[config.mk]
export PLATFORM = sky130hd
export DESIGN_NAME = ram_serial_tx
export DESIGN_NICKNAME = d
export VERILOG_FILES = /design/src/rtl/ram_serial_tx_pkg.sv /design/src/rtl/ram_serial_tx_baud_gen.sv /design/src/rtl/ram_serial_tx.sv
export SDC_FILE = /design/constraint.sdc
export NUM_CORES = 1
export LEC_CHECK = 0
export ABC_AREA = 1
export CORE_AREA = 3 3 91 93
export DETAILED_ROUTE_END_ITERATION = 6
export DIE_AREA = 0 0 94 96
export SYNTH_ARGS = -nofsm -noshare
export SYNTH_HDL_FRONTEND = slang
export SYNTH_SLANG_ARGS = --single-unit
[constraint.sdc]
create_clock -name clk -period 1.7 [get_ports clk]
set_input_delay 0.34 -clock clk [delete_from_list [all_inputs] [get_ports clk]]
set_output_delay 0.34 -clock clk [all_outputs]
set_load 0.03 [all_outputs]
[src/rtl/ram_serial_tx_pkg.sv]
// Shared definitions for the RAM serial transmitter and its receive-side peer.
// Optional feature macro: PARITY_EN (adds an even-parity bit after the data bits).
package ram_serial_tx_pkg;

    localparam int   FRAME_DATA_BITS = 8;
    localparam logic LINE_IDLE       = 1'b1;
    localparam logic START_BIT       = 1'b0;
    localparam logic STOP_BIT        = 1'b1;

    typedef enum logic [3:0] {
        ST_IDLE,
        ST_FETCH,
        ST_LOAD,
        ST_START,
        ST_DATA,
`ifdef PARITY_EN
        ST_PARITY,
`endif
        ST_STOP,
        ST_NEXT,
        ST_DONE
    } tx_state_t;

    function automatic logic even_parity(input logic [FRAME_DATA_BITS-1:0] d);
        return ^d;
    endfunction

endpackage

[src/rtl/ram_serial_tx_baud_gen.sv]
// Bit-period timer: a down-counter that reloads on clear and on terminal count,
// so bit_tick marks the last cycle of every CLKS_PER_BIT-cycle bit period.
module tx_baud_gen #(
    parameter int CLKS_PER_BIT = 16
) (
    input  logic clk,
    input  logic reset,
    input  logic clear,
    output logic bit_tick
);

    localparam int CNT_W = (CLKS_PER_BIT > 1) ? $clog2(CLKS_PER_BIT) : 1;
    localparam logic [CNT_W-1:0] RELOAD = CNT_W'(CLKS_PER_BIT - 1);

    logic [CNT_W-1:0] cnt;

    // Count down to zero, then reload; clear restarts a full bit period.
    always_ff @(posedge clk) begin
        if (reset) begin
            cnt <= '0;
        end else if (clear || (cnt == '0)) begin
            cnt <= RELOAD;
        end else begin
            cnt <= cnt - CNT_W'(1);
        end
    end

    assign bit_tick = (cnt == '0);

endmodule

[src/rtl/ram_serial_tx.sv]
// Reads word_count words from RAM and sends the low byte of each as a UART-style
// frame on serialOut. Optional feature macro: PARITY_EN (even parity bit).
//
//   state   | meaning
//   --------+-----------------------------------------------------------
//   IDLE    | line high, waiting for send
//   FETCH   | read_en pulse, addr = word index
//   LOAD    | capture ram_data[7:0], restart bit timer
//   START   | start bit on the line
//   DATA    | 8 data bits, LSB first
//   PARITY  | even parity bit (PARITY_EN builds only)
//   STOP    | stop bit on the line
//   NEXT    | advance word index, decide next word or finish
//   DONE    | one-cycle done pulse
module ram_serial_tx
    import ram_serial_tx_pkg::*;
#(
    parameter int CLKS_PER_BIT = 16,
    parameter int ADDR_W       = 8
) (
    input  logic              clk,
    input  logic              reset,
    input  logic              send,
    input  logic [ADDR_W-1:0] word_count,
    input  logic [15:0]       ram_data,
    output logic [ADDR_W-1:0] addr,
    output logic              read_en,
    output logic              serialOut,
    output logic              busy,
    output logic              done
);

    localparam logic [2:0] LAST_BIT = 3'(FRAME_DATA_BITS - 1);

    tx_state_t                       state;
    tx_state_t                       next_state;
    logic [ADDR_W-1:0]               word_idx;
    logic [ADDR_W-1:0]               idx_next;
    logic [ADDR_W-1:0]               word_total;
    logic [FRAME_DATA_BITS-1:0]      shift_q;
    logic [2:0]                      bit_cnt;
    logic                            serial_q;
    logic                            baud_clear;
    logic                            bit_tick;
`ifdef PARITY_EN
    logic                            parity_q;
`endif

    // Upper RAM byte is not part of the frame.
    logic unused_ram_hi;
    assign unused_ram_hi = ^ram_data[15:8];

    assign idx_next  = word_idx + ADDR_W'(1);
    assign addr      = word_idx;
    assign serialOut = serial_q;

    tx_baud_gen #(
        .CLKS_PER_BIT(CLKS_PER_BIT)
    ) u_baud (
        .clk     (clk),
        .reset   (reset),
        .clear   (baud_clear),
        .bit_tick(bit_tick)
    );

    // State register.
    always_ff @(posedge clk) begin
        if (reset) begin
            state <= ST_IDLE;
        end else begin
            state <= next_state;
        end
    end

    // Next-state decode and state-derived strobes.
    always_comb begin
        next_state = state;
        baud_clear = 1'b0;
        read_en    = 1'b0;
        busy       = 1'b1;
        done       = 1'b0;
        unique case (state)
            ST_IDLE: begin
                busy = 1'b0;
                if (send) begin
                    next_state = (word_count == '0) ? ST_DONE : ST_FETCH;
                end
            end
            ST_FETCH: begin
                read_en    = 1'b1;
                next_state = ST_LOAD;
            end
            ST_LOAD: begin
                baud_clear = 1'b1;
                next_state = ST_START;
            end
            ST_START: begin
                if (bit_tick) next_state = ST_DATA;
            end
            ST_DATA: begin
                if (bit_tick && (bit_cnt == LAST_BIT)) begin
`ifdef PARITY_EN
                    next_state = ST_PARITY;
`else
                    next_state = ST_STOP;
`endif
                end
            end
`ifdef PARITY_EN
            ST_PARITY: begin
                if (bit_tick) next_state = ST_STOP;
            end
`endif
            ST_STOP: begin
                if (bit_tick) next_state = ST_NEXT;
            end
            ST_NEXT: begin
                next_state = (idx_next == word_total) ? ST_DONE : ST_FETCH;
            end
            ST_DONE: begin
                done       = 1'b1;
                next_state = ST_IDLE;
            end
            default: begin
                next_state = ST_IDLE;
            end
        endcase
    end

    // Word bookkeeping, shift register and the registered line driver.
    // serial_q is loaded with the level of the bit that starts on the next edge.
    always_ff @(posedge clk) begin
        if (reset) begin
            word_idx   <= '0;
            word_total <= '0;
            shift_q    <= '0;
            bit_cnt    <= '0;
            serial_q   <= LINE_IDLE;
`ifdef PARITY_EN
            parity_q   <= 1'b0;
`endif
        end else begin
            unique case (state)
                ST_IDLE: begin
                    serial_q <= LINE_IDLE;
                    if (send) begin
                        word_total <= word_count;
                        word_idx   <= '0;
                    end
                end
                ST_LOAD: begin
                    shift_q  <= ram_data[FRAME_DATA_BITS-1:0];
                    bit_cnt  <= '0;
                    serial_q <= START_BIT;
`ifdef PARITY_EN
                    parity_q <= even_parity(ram_data[FRAME_DATA_BITS-1:0]);
`endif
                end
                ST_START: begin
                    if (bit_tick) begin
                        serial_q <= shift_q[0];
                        shift_q  <= shift_q >> 1;
                    end
                end
                ST_DATA: begin
                    if (bit_tick) begin
                        if (bit_cnt == LAST_BIT) begin
                            bit_cnt <= '0;
`ifdef PARITY_EN
                            serial_q <= parity_q;
`else
                            serial_q <= STOP_BIT;
`endif
                        end else begin
                            bit_cnt  <= bit_cnt + 3'd1;
                            serial_q <= shift_q[0];
                            shift_q  <= shift_q >> 1;
                        end
                    end
                end
`ifdef PARITY_EN
                ST_PARITY: begin
                    if (bit_tick) serial_q <= STOP_BIT;
                end
`endif
                ST_STOP: begin
                    serial_q <= STOP_BIT;
                end
                ST_NEXT: begin
                    word_idx <= idx_next;
                    serial_q <= LINE_IDLE;
                end
                default: begin
                    serial_q <= LINE_IDLE;
                end
            endcase
        end
    end

endmodule

### Yosys cells after proc, flatten, opt, wreduce, memory -nomap -nowiden

Cells that the tools add are included.

| word-level totals | value |
|---|---|
| bits of input ports | 27 |
| word-level logic and storage cells | 64 |
| flip-flop bits (word level) | 36 |
| output and inout bits | 12 |

| cells by class | value |
|---|---|
| mux-type cells | 25 |
| equal/unequal tests | 15 |
| $add $sub $neg | 3 |
| reductions and logical operators | 14 |

Operator list:

| cell | number |
|---|---|
| $mux 8 | 4 |
| $pmux 4 s7 | 1 |
| $pmux 8 s3 | 1 |
| $mux 4 | 5 |
| $eq 4x3->1 const B | 4 |
| $pmux 8 s2 | 1 |
| $mux 3 | 4 |
| $ne 2x2->1 const B | 6 |
| $add 8x1->8 const B | 1 |
| $eq 4x2->1 const B | 2 |
| $eq 8x8->1 | 1 |
| $logic_not 4->1 | 2 |
| $logic_not 8->1 | 1 |
| $reduce_and 2->1 | 4 |
| $reduce_and 4->1 | 2 |
| $mux 1 | 7 |
| $pmux 3 s2 | 1 |
| $eq 4x1->1 const B | 1 |
| $reduce_bool 2->1 | 2 |
| $sub 4x1->4 const B | 1 |
| $add 3x1->3 const B | 1 |
| $eq 3x3->1 const B | 1 |
| $pmux 1 s3 | 1 |
| $reduce_bool 3->1 | 1 |
| other kinds (2) | 2 |

### Longest topological paths before layout

| logic depth | value |
|---|---|
| depth in word-level cells | 4 |
| mapped depth | 13 |
| mapped depth without buffers | 13 |

### By module

From an unflattened synthesis, not the netlist that was laid out.

| unflattened totals | value |
|---|---|
| cell total of the unflattened synthesis | 276 |
| area total of the unflattened synthesis | 1829.3 um^2 |

By module, submodules not included:

| module | instances | seq. area each (um^2) | cells an instance | area each (um^2) |
|---|---|---|---|---|
| ram_serial_tx | 1 | 620.6 | 246 | 1631.6 |
| tx_baud_gen | 1 | 80.1 | 30 | 197.7 |

### Worst setup path after synthesis

No wires, ideal clock.

| path | value |
|---|---|
| path type | register to register |
| from | reg word_idx[0] (netlist: addr[0]) |
| to | reg state[1] |
| setup slack | -0.056 ns |
| cell stages (with the launch flop) | 12 |
| clock period less this slack | 1.756 ns |
| data arrival time | 1.686 ns |
| required time | 1.630 ns |
| cells stage by stage | dfxtp_1 > ha_1 > nand2_1 > o21ai_1 > nand2_1 > nand2_1 > nand2_1 > nor2_1 > nand3_1 > nand3_1 > nand2_1 > a21oi_1 |

| on the way | value |
|---|---|
| word-level cells in the longest chain between the ends | 4 |

RTL lines:

| what | RTL line | RTL |
|---|---|---|
| start, declared | ram_serial_tx.sv:37 | `logic [ADDR_W-1:0] word_idx;` |
| start signal, assigned | ram_serial_tx.sv:190 | `word_idx <= idx_next;` |
| $add 8x1->8 | ram_serial_tx.sv:53 | `assign idx_next = word_idx + ADDR_W'(1);` |
| $eq 8x8->1 | ram_serial_tx.sv:118 | `next_state = (idx_next == word_total) ? ST_DONE : ST_FETCH;` |
| $mux 3 | ram_serial_tx.sv:118 |  |
| $pmux 4 s7 | ram_serial_tx.sv:82 | `unique case (state)` |
| end signal, assigned | ram_serial_tx.sv:71 | `state <= next_state;` |
| end, declared | ram_serial_tx.sv:35 | `tx_state_t state;` |

Every way passes these cells.
A chain may end at the register's enable or synchronous reset.

### Worst setup path in the final report

| path | value |
|---|---|
| from | reg serial_q (netlist: serialOut) |
| to | out serialOut |

RTL lines:

| what | RTL line | RTL |
|---|---|---|
| start, declared | ram_serial_tx.sv:42 | `logic serial_q;` |
| start signal, assigned | ram_serial_tx.sv:161 | `serial_q <= shift_q[0];` |
| start signal, assigned | ram_serial_tx.sv:176 | `serial_q <= shift_q[0];` |
| end, declared | ram_serial_tx.sv:28 | `output logic serialOut,` |

No word-level cell between the ends.

==> impl_summary.txt <==
----------------------------------------------------
[Run status]
  Outcome ... finished clean

[Synth]
  Ys async rst share ... 0%
  Distinct cell type count of the synthesized netlist ... 31
  Cell types occupying the most area after synthesis ... dfxtp_1 (38%), nand2_1 (14%), nand3_1 (8.6%)
  Synthesized netlist net count ... ~300
  Dominant synthesized flop cell ... dfxtp_1
  Cell count after synthesis ... ~270
  Number of flops mapped to enable cells by yosys ... 0
  Total standard cell area after synthesis ... about 1900 µm²
  YS warnings ... 0
  Sequential cell area fraction in the yosys report ... 37.74%
  Portion of synthesized cell area occupied by the leading cell type ... between 30% and 40%
  Library cell with the largest summed area after synthesis ... dfxtp_1
  FF+latch count, synth ... 35
  Post-synthesis average cell area ... 6.826 µm²

[Finish]
  Synthesis-to-layout area growth ... 33.49%
  Share of post-route cells with drive strength above 1 ... 16.40%
  Final #Nets ... around 350
  Antenna diodes ... 0
  FILL cells ... roughly 850
  Final instance area ... 2479 µm²

[Detailed routing]
  Routed wire length ... ~4.6 mm
  Ratio of routed vias to standard cells ... approximately 4.4
  TritonRoute pass-1 iters ... 6
  DRT iter0 DRCs ... 64
  Routed length per placed instance ... 10.95 µm
  Number of nets with antenna violations after detailed routing ... 0
  Post-route DRC ... 0
  Total via count after detailed routing ... around 1.9k

[Worst setup path]
  Worst setup startpoint ... serialOut
  Delay of the slowest critical-path stage ... between 0.6 and 0.7 ns
  Slowest-stage cell, CP ... clkdlybuf4s50_1
  Crit-path cells ... clkdlybuf4s50_1
  Critical path endpoint category ... primary output
  Cell family with the largest share of critical-path delay ... buffers and inverters
  Critical path peak fanout ... 2
  Cell depth of the worst flop-to-flop path ... 10
  Cell depth of the worst setup path ... 1
  Reg-to-Reg Start ... state[2]
  Terminus of the critical flop-to-flop path ... state[2]
  Capture point of the critical path ... serialOut
  Reg-to-reg slack, setup ... 0.08 ns
  Required time of the critical path ... around 1.4 ns
  Kind of start point of the critical path ... flop
  Start-to-end type of the worst setup path ... reg -> out
  Crit path buf inv count ... 1
  Worst Path Arrival ... roughly 1.3 ns

[Die]
  Placement row count ... 32
  DIE WIDTH ... around 94 µm
  Number of placed I/O pins ... 39
  Height of the chip ... between 90 and 100 µm
  Area of the core ... roughly 7600 µm²
  Initial core utilization ... 24.41%
  Area of the die ... 9024 µm²

[Clocking]
  Deepest clock path buffer count ... 2
  H-tree lvl count ... 2
  Clock insertion delay at the later pin of the skew report ... between 0.2 and 0.3 ns
  Root Driver ... clkbuf_8
  Clock transition at the registers of the reported paths ... around 0.07 ns
  Num Clock Sinks ... 35
  Number of buffers inserted during clock tree synthesis ... 5
  CTS hold repair buffers ... 0
  TritonCTS clock tree ... yes

[Timing]
  Normalized max-slew margin ... 75.91%
  Final number of setup-violating endpoints ... 0
  Slew at the pin closest to its max-slew limit ... between 0.3 and 0.4 ns
  Unrepaired setup endpoints after global routing ... true
  Min Hold Slack ... between 0.4 and 0.5 ns
  Highest attainable clock frequency ... 614.5 MHz
  Final count of hold timing violations ... 0
  Clock skew ... around 0.0074 ns
  Max Transition Viols Final ... 0
  Share of the clock period used by the worst path after layout ... between 90 and 100%
  TNS Setup ... 0 ns
  Final Critical Period ... between 1.5 and 2 ns

[Hold path]
  Class of the tightest hold or removal check ... reg -> reg

[Global routing]
  Via count of the first global-routing pass ... 1708
  First-pass GRT wire length ... about 7.6 mm
  Total congestion overflow ... 0
  Maximum number of pins on one net before global-route repair ... 16
  Number of antenna violations at the first check in global routing ... 0
  Overall global routing resource usage ... 10.62%

[Pwr]
  Largest voltage drop on the vdd net ... about 0.56 mV
  Power consumption ... around 3.2 mW
  Power per cell area ... roughly 1300 nW/µm²
  P_leak ... about 1.1 nW

[Placement]
  Sum of net half-perimeters after detailed placement ... 3.458 mm
  Final weighted congestion in routability-driven placement ... slightly above 0.8
  I/O Buffers ... 30
  Placed inst area ... ~2300 µm²

[Flow run]
  Maximum Capacitance Violations ... 0

----------------------------------------------------
final cells by class:
cell class / instances / area, µm² / area share [%]
clock buffer: 6 / 82.58 / 3.332
clock inverter: 1 / 5.005 / 0.2019
inverter: 35 / 136.4 / 5.502
multi-input combinational: 195 / 1010 / 40.74
sequential: 35 / 711.9 / 28.72
tap: 102 / 127.6 / 5.149
timing repair buffer: 45 / 405.4 / 16.36
metrics by stage:
step | setup slack, ns | utilization, % | instances
3_3_place_gp | -0.01224 | 30.67 | 411
2_1_floorplan | 0.04943 | - | 272
4_1_cts | 0.02296 | 31.71 | 418
3_5_place_dp | -0.04585 | 30.67 | 411
6_report | 0.07256 | 32.58 | 419
5_1_grt | -0.05544 | 32.58 | 419
worst min-delay path by stage:
stage                  startpoint       endpoint  slack, ns  cells past startpoint
global placement       shift_q[7]     shift_q[7]       0.46                      2
floorplan           word_total[0]  word_total[0]       0.44                      2
finish                 shift_q[7]     shift_q[7]       0.47                      2
global route           shift_q[7]     shift_q[7]       0.49                      2
CTS                    shift_q[7]     shift_q[7]       0.47                      2
detailed placement     shift_q[7]     shift_q[7]       0.46                      2
per-layer routing:
| metal | vias up | wire (µm) | part of all wire (%) | GRT usage, % |
|---|---|---|---|---|
| met4 | 0 | 52 | 1.1 | 3.249 |
| met2 | 33 | 2316 | 51 | 18.86 |
| met1 | 839 | 2041 | 45 | 12.54 |
| met3 | 8 | 175 | 3.8 | 2.737 |
| met5 | - | 0 | 0 | 0 |
| li1 | 984 | - | - | - |
logic make-up after synthesis:
logic type                 synth area share [%]
adders and majority gates                 2.696
buffers and inverters                     10.24
and+or+nand+nor                           32.48
DFF                                       37.74
xor gates and xnor gates                 0.9436
AOI/OAI and AO/OA                         15.90
synth_stat cells, types with 3 or more instances:
cell / instances
dfxtp_1: 35
clkbuf_1: 4
o21ai_0: 14
nor2_1: 19
a31oi_1: 9
inv_2: 5
inv_1: 29
nand2_1: 69
nand3_1: 32
o21ai_1: 6
a21oi_1: 23
ha_1: 4
nor3_1: 3
registers in the layout, summed over array words and instances (netlist names):
name and flops:
bit_cnt 3, state 3, word_total 8, shift_q 8
u_baud.cnt 4, addr 8, serialOut 1
where the power goes:
part	switching [mW]	total (mW)	internal [mW]	leakage, nW
logic	0.878	1.44	0.566	0.720
clock network	0.304	0.622	0.318	0.0470
registers	0.127	1.18	1.05	0.290
total	1.31	3.25	1.94	1.06
cells in the final DEF (no fill, tap or decap), types with 2 or more instances in the layout:
master,netlist,final
clkbuf_8,0,6
ha_1,4,3
nor4_1,2,2
dfxtp_1,35,30
clkdlybuf4s50_1,0,19
nand3_2,1,2
dlymetal6s2s_1,0,2
buf_4,0,17
nor3_1,3,2
inv_1,29,29
inv_2,5,5
nand2_2,0,2
nand2_1,69,67
nand3_1,32,31
dfxtp_2,0,3
o21ai_0,14,14
dlygate4sd2_1,0,6
nor2_2,2,2
o21ai_1,6,5
a31oi_1,9,9
nor2_1,19,18
nor2_4,1,2
nor3_2,1,2
a21oi_1,23,23
dfxtp_4,0,2
timing repair:
item	4_1_cts	5_1_grt
gates resized for setup	7	18
endpoints found under the setup margin	7	7
pin swaps	0	4
setup buffers	0	1
(Power assumes the default switching activity.)
